### config.mk
export PLATFORM = sky130hd
export DESIGN_NAME = uart_tx_buf_flat
export DESIGN_NICKNAME = d
export VERILOG_FILES = /design/src/rtl/uart_pkg.sv /design/src/rtl/uart_tx_buf_if.sv /design/src/rtl/uart_fifo.sv /design/src/rtl/uart_tx_buf.sv /design/src/flat_wrapper.sv
export SDC_FILE = /design/constraint.sdc
export NUM_CORES = 1
export LEC_CHECK = 0
export CELL_PAD_IN_SITES_DETAIL_PLACEMENT = 1
export CELL_PAD_IN_SITES_GLOBAL_PLACEMENT = 1
export CORE_MARGIN = 3
export CORE_UTILIZATION = 48
export DETAILED_ROUTE_END_ITERATION = 12
export PLACE_DENSITY = 0.78
export SLEW_MARGIN = 0
export SYNTH_ARGS = -nofsm -noshare
export SYNTH_HDL_FRONTEND = slang
export SYNTH_SLANG_ARGS = --single-unit
### constraint.sdc
create_clock -name clk -period 2.5 [get_ports clk]
set_input_delay 0.5 -clock clk [delete_from_list [all_inputs] [get_ports clk]]
set_output_delay 0.5 -clock clk [all_outputs]
set_load 0.01 [all_outputs]
### src/rtl/uart_pkg.sv
// rtl/uart_pkg.sv - shared UART constants, state type and parity helper
// Purpose: common definitions for the UART transmit and receive buffers.
// Ports: none (package).
package uart_pkg;

    localparam int   DEF_DATA_BIT = 8;
    localparam int   FRAME_W      = DEF_DATA_BIT + 3;
    localparam logic START_BIT    = 1'b0;
    localparam logic STOP_BIT     = 1'b1;

    typedef enum logic {
        IDLE = 1'b0,
        SEND = 1'b1
    } tx_state_t;

    // Zero-extension leaves the XOR reduction unchanged, so any payload up to
    // 32 bits can be passed in through a width cast.
    function automatic logic odd_parity(input logic [31:0] data);
        return ~^data;
    endfunction

endpackage

### src/rtl/uart_tx_buf_if.sv
// rtl/uart_tx_buf_if.sv - valid/ready byte push interface
// Purpose: groups the push handshake into the transmit buffer.
// Ports: tx_data (byte), tx_valid (push request), tx_ready (space available).
interface uart_tx_buf_if #(
    parameter int DATA_BIT = 8
);
    logic [DATA_BIT-1:0] tx_data;
    logic                tx_valid;
    logic                tx_ready;

    modport master (output tx_data, output tx_valid, input tx_ready);
    modport slave  (input tx_data, input tx_valid, output tx_ready);
endinterface

### src/rtl/uart_fifo.sv
// rtl/uart_fifo.sv - synchronous FIFO for the UART buffers
// Purpose: DEPTH-entry FIFO, same-edge push/pop, pointers wrap modulo DEPTH.
// Ports: clk, rst_n (async active-low), push_i/wr_data_i, pop_i/rd_data_o
//        (head, valid when not empty), full_o, empty_o, count_o.
module uart_fifo #(
    parameter int DATA_BIT = 8,
    parameter int DEPTH    = 4
) (
    input  logic                       clk,
    input  logic                       rst_n,
    input  logic                       push_i,
    input  logic [DATA_BIT-1:0]        wr_data_i,
    input  logic                       pop_i,
    output logic [DATA_BIT-1:0]        rd_data_o,
    output logic                       full_o,
    output logic                       empty_o,
    output logic [$clog2(DEPTH):0]     count_o
);
    localparam int AW = $clog2(DEPTH);

    logic [DATA_BIT-1:0] mem_q [DEPTH];
    logic [AW-1:0]       wr_ptr_q, rd_ptr_q;
    logic [AW:0]         count_q;
    logic                do_push, do_pop;

    assign full_o    = (count_q == (AW+1)'(DEPTH));
    assign empty_o   = (count_q == '0);
    assign count_o   = count_q;
    assign rd_data_o = mem_q[rd_ptr_q];

    // Requests are masked here so callers never corrupt the pointers.
    assign do_push = push_i && !full_o;
    assign do_pop  = pop_i && !empty_o;

    always_ff @(posedge clk) begin
        if (do_push) begin
            mem_q[wr_ptr_q] <= wr_data_i;
        end
    end

    always_ff @(posedge clk or negedge rst_n) begin
        if (!rst_n) begin
            wr_ptr_q <= '0;
            rd_ptr_q <= '0;
            count_q  <= '0;
        end else begin
            if (do_push) wr_ptr_q <= wr_ptr_q + AW'(1);
            if (do_pop)  rd_ptr_q <= rd_ptr_q + AW'(1);
            case ({do_push, do_pop})
                2'b10:   count_q <= count_q + (AW+1)'(1);
                2'b01:   count_q <= count_q - (AW+1)'(1);
                default: count_q <= count_q;
            endcase
        end
    end

endmodule

### src/rtl/uart_tx_buf.sv
// rtl/uart_tx_buf.sv - buffered UART transmitter (start, data LSB first, odd parity, stop)
// Purpose: queues pushed bytes and serialises them at clkdiv+1 clk cycles per bit.
// Ports: clk, rst_n (async active-low), clkdiv (bit period minus one),
//        push_if (tx_data/tx_valid/tx_ready), tx (serial line, idle high),
//        busy (frame on the line), empty, count (FIFO occupancy).
module uart_tx_buf
    import uart_pkg::*;
#(
    parameter int DATA_BIT = DEF_DATA_BIT,
    parameter int DEPTH    = 4
) (
    input  logic                   clk,
    input  logic                   rst_n,
    input  logic [15:0]            clkdiv,
    uart_tx_buf_if.slave           push_if,
    output logic                   tx,
    output logic                   busy,
    output logic                   empty,
    output logic [$clog2(DEPTH):0] count
);
    localparam int FRAME_LEN = DATA_BIT + 3;
    localparam int BW        = $clog2(FRAME_LEN + 1);

    tx_state_t              state_q, state_d;
    logic [FRAME_LEN-1:0]   shift_q, shift_d;
    logic [15:0]            cyc_q, cyc_d;
    logic [15:0]            div_q, div_d;
    logic [BW-1:0]          bit_q, bit_d;
    logic                   tx_q, tx_d;
    logic                   busy_q, busy_d;

    logic                   pop;
    logic                   fifo_full;
    logic                   fifo_empty;
    logic [DATA_BIT-1:0]    head;

    uart_fifo #(
        .DATA_BIT (DATA_BIT),
        .DEPTH    (DEPTH)
    ) u_fifo (
        .clk       (clk),
        .rst_n     (rst_n),
        .push_i    (push_if.tx_valid),
        .wr_data_i (push_if.tx_data),
        .pop_i     (pop),
        .rd_data_o (head),
        .full_o    (fifo_full),
        .empty_o   (fifo_empty),
        .count_o   (count)
    );

    assign push_if.tx_ready = !fifo_full;
    assign empty            = fifo_empty;
    assign tx               = tx_q;
    assign busy             = busy_q;

    always_comb begin
        state_d = state_q;
        shift_d = shift_q;
        cyc_d   = cyc_q;
        div_d   = div_q;
        bit_d   = bit_q;
        pop     = 1'b0;
        // The line and busy flag are registered copies of the state, so the
        // frame appears one cycle after load and busy covers exactly the frame.
        tx_d    = (state_q == SEND) ? shift_q[0] : 1'b1;
        busy_d  = (state_q == SEND);

        case (state_q)
            IDLE: begin
                if (!fifo_empty) begin
                    pop     = 1'b1;
                    shift_d = {STOP_BIT, odd_parity(32'(head)), head, START_BIT};
                    cyc_d   = '0;
                    bit_d   = '0;
                    div_d   = clkdiv;
                    state_d = SEND;
                end
            end
            SEND: begin
                if (cyc_q == div_q) begin
                    cyc_d   = '0;
                    shift_d = {1'b1, shift_q[FRAME_LEN-1:1]};
                    bit_d   = bit_q + BW'(1);
                    if (bit_q == BW'(FRAME_LEN - 1)) begin
                        state_d = IDLE;
                    end
                end else begin
                    cyc_d = cyc_q + 16'd1;
                end
            end
            default: state_d = IDLE;
        endcase
    end

    always_ff @(posedge clk or negedge rst_n) begin
        if (!rst_n) begin
            state_q <= IDLE;
            shift_q <= '1;
            cyc_q   <= '0;
            div_q   <= '0;
            bit_q   <= '0;
            tx_q    <= 1'b1;
            busy_q  <= 1'b0;
        end else begin
            state_q <= state_d;
            shift_q <= shift_d;
            cyc_q   <= cyc_d;
            div_q   <= div_d;
            bit_q   <= bit_d;
            tx_q    <= tx_d;
            busy_q  <= busy_d;
        end
    end

endmodule

### src/flat_wrapper.sv
// flat-port wrapper written by rule: the top's interface ports become plain ports
module uart_tx_buf_flat import uart_pkg::*;
#(
    parameter int DATA_BIT = DEF_DATA_BIT,
    parameter int DEPTH    = 4
)
  (clk, rst_n, clkdiv, tx, busy, empty, count, push_if_tx_data, push_if_tx_valid, push_if_tx_ready);
  uart_tx_buf_if #(.DATA_BIT(DATA_BIT)) push_if_i ();
  input  logic clk;
  input  logic rst_n;
  input  logic [15:0] clkdiv;
  output logic tx;
  output logic busy;
  output logic empty;
  output logic [$clog2(DEPTH):0] count;
  input wire logic [$bits(push_if_i.tx_data)-1:0] push_if_tx_data;
  input wire logic [$bits(push_if_i.tx_valid)-1:0] push_if_tx_valid;
  output wire logic [$bits(push_if_i.tx_ready)-1:0] push_if_tx_ready;
  assign push_if_i.tx_data = push_if_tx_data;
  assign push_if_i.tx_valid = push_if_tx_valid;
  assign push_if_tx_ready = push_if_i.tx_ready;
  uart_tx_buf #(.DATA_BIT(DATA_BIT), .DEPTH(DEPTH)) u_core (.clk(clk), .rst_n(rst_n), .clkdiv(clkdiv), .push_if(push_if_i), .tx(tx), .busy(busy), .empty(empty), .count(count));
endmodule
Word-level counts from Yosys, hierarchy flattened
Memories as Yosys holds them, arrays and structs flattened.
Cells that the tools add are included.

storage, ports and cells
  flip-flop bits (word level) = 57
  bits in writable memories = 32
  input port bits = 27
  output and inout port bits = 7
  logic and storage cells = 53
  memories kept = 1

memories
  memory               depth  bits a word  rd ports  clocked after memory_dff  wr ports  line             text
  u_core.u_fifo.mem_q  4      8            1         0                         1         uart_fifo.sv:21  logic [DATA_BIT-1:0] mem_q [DEPTH];

operators by class
  add/sub/neg operators = 6
  equality and inequality tests = 7
  mux-type cells = 18
  bitwise logic cells = 2
  reductions and logical operators = 9

operators by type and width
  kind                                              count
  two-way mux 16 bit                                2
  case mux 16 bit (2 select lines)                  1
  XNOR reduction 32 bit                             1
  two-way mux 11 bit                                2
  case mux 11 bit (2 select lines)                  1
  adder 16 x 1 -> 16 bit, second input constant     1
  == test 16 bit                                    1
  two-way mux 4 bit                                 2
  case mux 4 bit (2 select lines)                   1
  two-way mux 1 bit                                 7
  case mux 3 bit (2 select lines)                   1
  adder 2 x 1 -> 2 bit, second input constant       2
  adder 4 x 1 -> 4 bit, second input constant       1
  == test 4 bit, second input constant              1
  != test 2 bit, second input constant              2
  AND reduction 2 bit                               2
  adder 3 x 1 -> 3 bit, second input constant       1
  == test 3 bit, second input constant              1
  zero test 3 bit                                   1
  subtractor 3 x 1 -> 3 bit, second input constant  1
  == test 2 x 1 -> 1 bit, second input constant     1
  == test 2 bit, second input constant              1
  logical AND 1 bit                                 2
  zero test 1 bit                                   2
  other kinds (3)                                   4

Depth between registers and ports, before layout
  word-level depth = 6
  gate-level depth with buffers = 10
  gate-level depth less buffers = 10

By module
Synthesis repeated with hierarchy kept, for this count alone.

unflattened totals
  cells, all modules = 311
  area, all modules = 4,185.3 um^2

by module, submodules not included
  module       instances  cells each  area an instance (um^2)  seq. area each (um^2)
  uart_tx_buf  1          231         2,601.2                  1,239.9
  uart_fifo    1          80          1,584.0                  1,136.1

Least setup slack after synthesis
Ideal clock, no wire load.

  kind = register -> register
  start = reg u_core.u_fifo.count_q[0], in the netlist u_core.u_fifo.count_o[0]
  end = reg u_core.u_fifo.count_q[2], in the netlist u_core.u_fifo.count_o[2]
  library setup time = 0.129 ns
  arrival = 2.198 ns
  required time = 2.371 ns
  slack = 0.173 ns
  stages on the path, launching flop included = 11
  buffers on the path = 2
  period minus slack after synthesis = 2.327 ns
  path through = dfrtp_1 nor3_1 buf_4 nor2_1 buf_4 ha_1 inv_1 fa_1 xor2_1 nor2_1 xor2_1

on the way
  word-level cells in the longest chain between the ends = 6
  elaborated cells between the ends (all ways) = 14
  those cells by class = add/sub (2); eq/ne (3); mux (3); reduce/logical (6)

RTL lines
  item                                                                   line                text
  start, declared                                                        uart_fifo.sv:23     logic [AW:0] count_q;
  start signal, assigned                                                 uart_fifo.sv:50     2'b10: count_q <= count_q + (AW+1)'(1);
  start signal, assigned                                                 uart_fifo.sv:51     2'b01: count_q <= count_q - (AW+1)'(1);
  start signal, assigned                                                 uart_fifo.sv:52     default: count_q <= count_q;
  zero test 3 bit (*)                                                    uart_fifo.sv:27     assign empty_o = (count_q == '0);
  via empty                                                              flat_wrapper.sv:14  output logic empty;
  two-way mux 1 bit                                                      uart_tx_buf.sv:71   if (!fifo_empty) begin
  two-way mux 1 bit                                                      uart_tx_buf.sv:69   case (state_q)
  logical AND 1 bit (*)                                                  uart_fifo.sv:33     assign do_pop = pop_i && !empty_o;
  via u_core.u_fifo.do_pop                                               uart_fifo.sv:24     logic do_push, do_pop;
  == test 2 x 1 -> 1 bit or == test 2 bit (tied branches)                uart_fifo.sv:49     case ({do_push, do_pop})
  case mux 3 bit (2 select lines) or nonzero test 2 bit (tied branches)  --

Mark *: on every way through the listed nets, which the timed path passes. The rest lies on a longest branch.
A chain may end at the register's enable or synchronous reset.

Worst setup path after layout
  start = reg u_core.u_fifo.count_q[0], in the netlist u_core.u_fifo.count_o[0]
  end = out empty

on the way
  word-level cells in the longest chain between the ends = 1

RTL lines
  item             line
  zero test 3 bit  uart_fifo.sv:27
  end, declared    flat_wrapper.sv:14

Every way passes these cells.

==> flow_summary.json <==
{
  "slew_violations": 0,
  "cts_sinks": 88,
  "dp_cells": 450,
  "finalSetupTns_ns": 0,
  "setup_violations": 0,
  "cts_root_buffer": "clkbuf_8",
  "synth.distinct_cells": 50,
  "crit_type": "reg2out",
  "ys_ff_latch": 88,
  "fin_crit_ns": 2.367,
  "dpl.hpwl_um": 6486,
  "fin_nets": 392,
  "cts.clk_slew.worst_paths_ns": 0.09,
  "p_leak_nw": 1.911,
  "worstSkewPairLatency_ns": 0.36,
  "wire_per_inst_um": 19.42,
  "syn_area_per_cell_um2": 13.24,
  "grt_max_degree": 30,
  "ioPinCount": 34,
  "fin_ws_ns": 0.1333,
  "final_common_cell": "dfrtp_1",
  "internal-power_w": 0.002435,
  "die_area_um2": 9843,
  "cp-startpoint": "u_core.u_fifo.count_o[0]",
  "cp_slowest_cell": "clkdlybuf4s50_1",
  "crit_path_start_kind": "flop",
  "initial_utilization_pct": 50.00,
  "worst_pin_slew_ns": 0.7096,
  "htree_levels": 3,
  "final_cell_mix": "dfrtp_1, clkdlybuf4s50_1, edfxtp_1",
  "via_count": 2623,
  "ir_worst_vdd_uv": 543.2,
  "finalInstanceArea_um2": 4841,
  "synth_area_um2": 4170,
  "drt_iter0_drc": 85,
  "p_clk_share_pct": 27.3,
  "p_switching_w": 0.001110,
  "yosysTopAreaCellShare_pct": 27.00,
  "drtPass1Iterations": 4,
  "grt_pass1_vias": 2894,
  "cp.arrival_ns": 1.87,
  "async_flop_share_pct": 63.64,
  "relSlewSlack_pct": 52.69,
  "stdcell_count": 466,
  "cts_tree": "yes",
  "ys_warn_count": 0,
  "power_frac_seq_pct": 52.3,
  "cts_buffers": 9,
  "grt_pass1_wl_um": 14890,
  "r2r-start": "u_core.u_fifo.count_o[0]",
  "coreArea_um2": 8341,
  "rsz0062_at_grt": "no",
  "max_stage_delay_ns": 0.63,
  "status": "complete, no violations",
  "required_ns": 2.00,
  "die_h_um": 99.21,
  "maxCapViolations": 0,
  "drive_above_1_share_pct": 21.61,
  "synth.area.top_cells": "dfrtp_1, edfxtp_1, dfstp_2",
  "die_width_um": 99.21,
  "antenna_found_initial": 0,
  "maxClockFrequency_mhz": 422.5,
  "drt-total-wl_um": 9052,
  "synth_top_cell_by_area": "dfrtp_1",
  "placed_cell_area_um2": 4644,
  "syn2layout_area_growth_pct": 16.08,
  "finalHoldViolations": 0,
  "antenna_left": 0,
  "syn-num-nets": 351,
  "overflow": 0,
  "post-route-period-util_pct": 94.67,
  "ys_seq_area_share_pct": 56.98,
  "port-buffer-count": 33,
  "cts_buffer_depth": 2,
  "r2r_slack_ns": 0.34,
  "r2r.worst_path.cells": 10,
  "hp-class": "in2async",
  "drc": 0,
  "syn_inst": 315,
  "p_comb_share_pct": 20.4,
  "place.gp.congestion": 0.8057,
  "power_density_nw_per_um2": 732.3,
  "reg2reg_to": "u_core.u_fifo.count_o[2]",
  "viasPerCell": 5.629,
  "antenna_cells": 0,
  "grtUsageTotal_pct": 19.41,
  "place_ws_ns": 0.1640,
  "num_rows": 33,
  "synth_edf_count": 32,
  "synth-main-ff-cell": "dfrtp_1",
  "cts_resized": 0,
  "fin_skew_ns": 0.008112,
  "crit_path_end_kind": "primary output",
  "final_util_pct": 58.04,
  "cp_max_fo": 5,
  "endpoint": "empty",
  "p_sw_share_pct": 31.32,
  "hold_buffers": 0,
  "post-cts-setup-buffer-count": 0,
  "cp_cell_sequence": "nor3_2 -> clkdlybuf4s50_1"
}
[flip-flops by register name, indices dropped and copies added, names as in the netlist]
name	flops
u_core.cyc_q	16
u_core.tx	1
u_core.busy	1
u_core.busy_d	1
u_core.bit_q	4
u_core.u_fifo.wr_ptr_q	2
u_core.u_fifo.count_o	3
u_core.div_q	16
u_core.u_fifo.rd_ptr_q	2
u_core.shift_q	10
u_core.u_fifo.mem_q	32
[metrics by stage]
step	power (W)	hold slack (ns)
floorplan	0.002287	0.2044
global placement	0.002549	0.4949
detailed placement	0.002609	0.4920
CTS	0.003592	0.1964
global route	0.003746	0.2215
finish	0.003545	0.1835
[power groups by stage]
| stage | logic (W) | clock network (W) | registers (W) |
|---|---|---|---|
| 3_3_place_gp | 0.000694 | 0 | 0.00185 |
| 5_1_grt | 0.000800 | 0.00107 | 0.00188 |
| 4_1_cts | 0.000738 | 0.00100 | 0.00185 |
| 6_report | 0.000722 | 0.000969 | 0.00185 |
| 3_5_place_dp | 0.000732 | 0 | 0.00188 |
| 2_1_floorplan | 0.000467 | 0 | 0.00182 |
[critical path, delay by kind of cell, from the launching register on]
kind | cells | cell delay (ns)
and+or+nand+nor | 1 | 0.42
buffers and inverters | 1 | 0.63
DFF | 1 | 0.46
[cell usage after synthesis (2+ instances only)]
master and number:
a211o_1 8, a21o_1 8, a21oi_1 4, and2_1 3
and2b_1 6, and3_1 7, and3b_1 3, buf_2 2
buf_4 6, buf_6 3, clkbuf_1 4, dfrtp_1 45
dfstp_2 11, edfxtp_1 32, ha_1 8, inv_1 12
mux2_2 16, mux4_2 8, nand2_1 18, nand2b_1 3
nand3_1 7, nand4_1 6, nor2_1 5, nor2b_1 3
nor3_1 5, nor3b_1 4, nor4_1 3, o211ai_1 3
o21ai_0 11, o21ai_1 4, o221a_2 8, o22a_1 2
o2bb2ai_1 2, or3_1 2, xnor2_1 25, xor2_1 4
[worst min path at each step]
stage / depth (start not counted) / endpoint
6_report: 1 / u_core.cyc_q[12]
3_5_place_dp: 1 / u_core.tx
5_1_grt: 1 / u_core.div_q[2]
4_1_cts: 1 / u_core.div_q[2]
3_3_place_gp: 1 / u_core.tx
2_1_floorplan: 0 / u_core.bit_q[0]
[layout make-up]
| class | count | area [µm²] |
|---|---|---|
| well taps | 105 | 131.4 |
| repair buffers | 45 | 427.9 |
| fillers | 843 | 3500 |
| flip-flops and latches | 88 | 2376 |
| multi-input cells | 200 | 1664 |
| clock buffers | 9 | 123.9 |
| inverters | 12 | 45.04 |
| clock inverters | 7 | 72.57 |
[per-layer routing]
metal	part of all wire (%)	vias up	global-route usage, %
met2	49	42	32.23
met1	47	1332	26.21
li1	-	1242	-
met4	0.74	0	4.727
met5	0	-	0
met3	3.2	7	4.208
[kinds of logic after synthesis]
family | after synthesis | synth area share, %
DFF | 88 | 56.98
xor gates and xnor gates | 29 | 6.091
AOI/OAI and AO/OA | 58 | 10.77
buffers and inverters | 27 | 3.570
muxes | 25 | 8.881
and+or+nand+nor | 79 | 10.83
adders and majority gates | 9 | 2.880
No activity file was read; power rests on OpenSTA's default activity.
==> edit (config.mk and constraints unchanged) <==
`DEPTH` is set to 4 in 3 places; all go to 8.
--- a/src/rtl/uart_fifo.sv
+++ b/src/rtl/uart_fifo.sv
@@ -6,3 +6,3 @@
     parameter int DATA_BIT = 8,
-    parameter int DEPTH    = 4
+    parameter int DEPTH    = 8
 ) (
--- a/src/rtl/uart_tx_buf.sv
+++ b/src/rtl/uart_tx_buf.sv
@@ -9,3 +9,3 @@
     parameter int DATA_BIT = DEF_DATA_BIT,
-    parameter int DEPTH    = 4
+    parameter int DEPTH    = 8
 ) (
--- a/src/flat_wrapper.sv
+++ b/src/flat_wrapper.sv
@@ -4,3 +4,3 @@
     parameter int DATA_BIT = DEF_DATA_BIT,
-    parameter int DEPTH    = 4
+    parameter int DEPTH    = 8
 )
Interface: changed (resized count); port bits go from 34 to 35. The function was not compared with the original's and may differ.
==> edit against the original RTL <==
Critical path depth grew 8; wire length grew 31%; sequential cell count grew 35; count of clock-buffer cells in the layout grew 10; sequential share of layout area grew 2.6 points; design area grew 37%; hold slack gained 0.057 ns; synthesized area grew 30%; core utilization grew 2.5 points; setup slack gained 0.096 ns; cell count grew 26%; power grew 90%; critical endpoint is now u_core.u_fifo.count_o[2].
==> edit: results (changes against the original RTL) <==
Logic synthesis
The post-synthesis mux area share is 13.9% (+5.0 points). The number of enable flip-flop cells after synthesis is 64 (+100%). The parity-gate share of the synthesized area counting xor and xnor cells is 5.49% (-0.60 points). The async set-or-reset flop fraction in the synthesized netlist was 48.0% (-16 points). The synthesized area per cell came to 14.4 um^2 (+8.4%). The adder-cell share of the synthesized area was 1.84% (-1.0 points).

By count the netlist is led by sky130_fd_sc_hd__edfxtp_1, sky130_fd_sc_hd__dfrtp_1, sky130_fd_sc_hd__o21ai_0. After synthesis, the cell types taking the most area are sky130_fd_sc_hd__edfxtp_1, sky130_fd_sc_hd__dfrtp_1, sky130_fd_sc_hd__mux4_2.

Clocking
The clock latency reported for the late side of the worst-skew pair came to 0.42 ns (+0.06 ns). The cell chosen for the clock root is sky130_fd_sc_hd__clkbuf_16. The number of gates resized after cts is 2 (+2). The maximum level of the CTS H-tree is 4 (+1). The number of buffers created by CTS is 17 (+8).

GRT
The number of global-route vias before repair came to 3,629 (+25%). The first-pass GRT wire length is 19,500 um (+31%). The pin count of the biggest net entering global routing is 60 (+100%). The total global-route track usage was 20.5% (+1.1 points).

Finish
The post-layout instance area is 6620 um^2 (+37%). The final net count is 469 (+20%). In the final layout, the registers with the most flip-flops are u_core.u_fifo.mem_q: 64 flops, u_core.cyc_q: 16 flops, u_core.div_q: 16 flops. The number of inserted filler cells in the final layout came to 1,048 (+24%).

Route
The post-route met1 wirelength is 4980 um (+17%). The via count normalized by instance count is 5.62 (-0.23%). The detailed route wirelength on metal3 is 419 um (+47%). The total met2 wirelength after detailed routing was 6300 um (+42%).

Power
The switching fraction of total power is 27.6% (-3.7 points). The internal power is 4.88 mW (+100%). The clock group total power is 2.41 mW (+150%). The leakage power summed over all cells is 2.43 nW (+27%). The proportion of power drawn by flip-flops and latches was 42.7% (-9.6 points).

Setup path
The worst-path maximum fanout is 7 (+2). The data arrival time of the worst path is 2.56 ns (+0.69 ns).

Run status
The run finished with clean final reports.

Place
The number of port buffers was 34 (+3.0%). The routability congestion estimate came to 0.754 (-6.4%). The post-place setup slack came to 0.141 ns (-0.0233 ns). The total placed instance area was 6020 um^2 (+30%).
==> edit: path summary, 6_finish.rpt <==
| kind | startpoint | to | slack [ns] | cells past startpoint |
|---|---|---|---|---|
| setup / recovery | u_core.u_fifo.count_o[2] | u_core.u_fifo.count_o[2] | 0.23 | 10 |
| hold / removal | rst_n | u_core.div_q[1] | 0.24 | 2 |
| setup reg to reg | u_core.u_fifo.count_o[2] | u_core.u_fifo.count_o[2] | 0.23 | 10 |
| hold reg to reg | u_core.shift_q[3] | u_core.shift_q[3] | 0.48 | 2 |
| max in group asynchronous | rst_n | u_core.u_fifo.count_o[1] | 1.70 | 2 |
| min in group clk | u_core.shift_q[3] | u_core.shift_q[3] | 0.48 | 2 |
==> edit: critical path, stage by stage (launching register included) <==
cell                      delay [ns]
sky130_fd_sc_hd__dfrtp_2        0.47
sky130_fd_sc_hd__nor4_4         0.33
sky130_fd_sc_hd__buf_4          0.16
sky130_fd_sc_hd__nor2_2         0.04
sky130_fd_sc_hd__ha_1           0.26
sky130_fd_sc_hd__xor2_1         0.17
sky130_fd_sc_hd__ha_1           0.18
sky130_fd_sc_hd__a21oi_1        0.15
sky130_fd_sc_hd__xor2_1         0.18
sky130_fd_sc_hd__nor2_1         0.08
sky130_fd_sc_hd__xor2_1         0.15
==> edit: final cells by class <==
type | instances | share of cell area [%]
clock buffer | 19 | 6.54
clock inverter | 12 | 2.27
inverter | 3 | 0.170
multi-input combinational | 235 | 29.2
sequential | 123 | 51.6
tap | 140 | 2.65
timing repair buffer | 54 | 7.57
==> edit: layer usage <==
layer  up-vias  global-route usage [%]
li1       1523                       -
met1      1704                    24.7
met2        51                    35.3
met3        13                    6.36
met4         0                    6.73
met5         -                       0
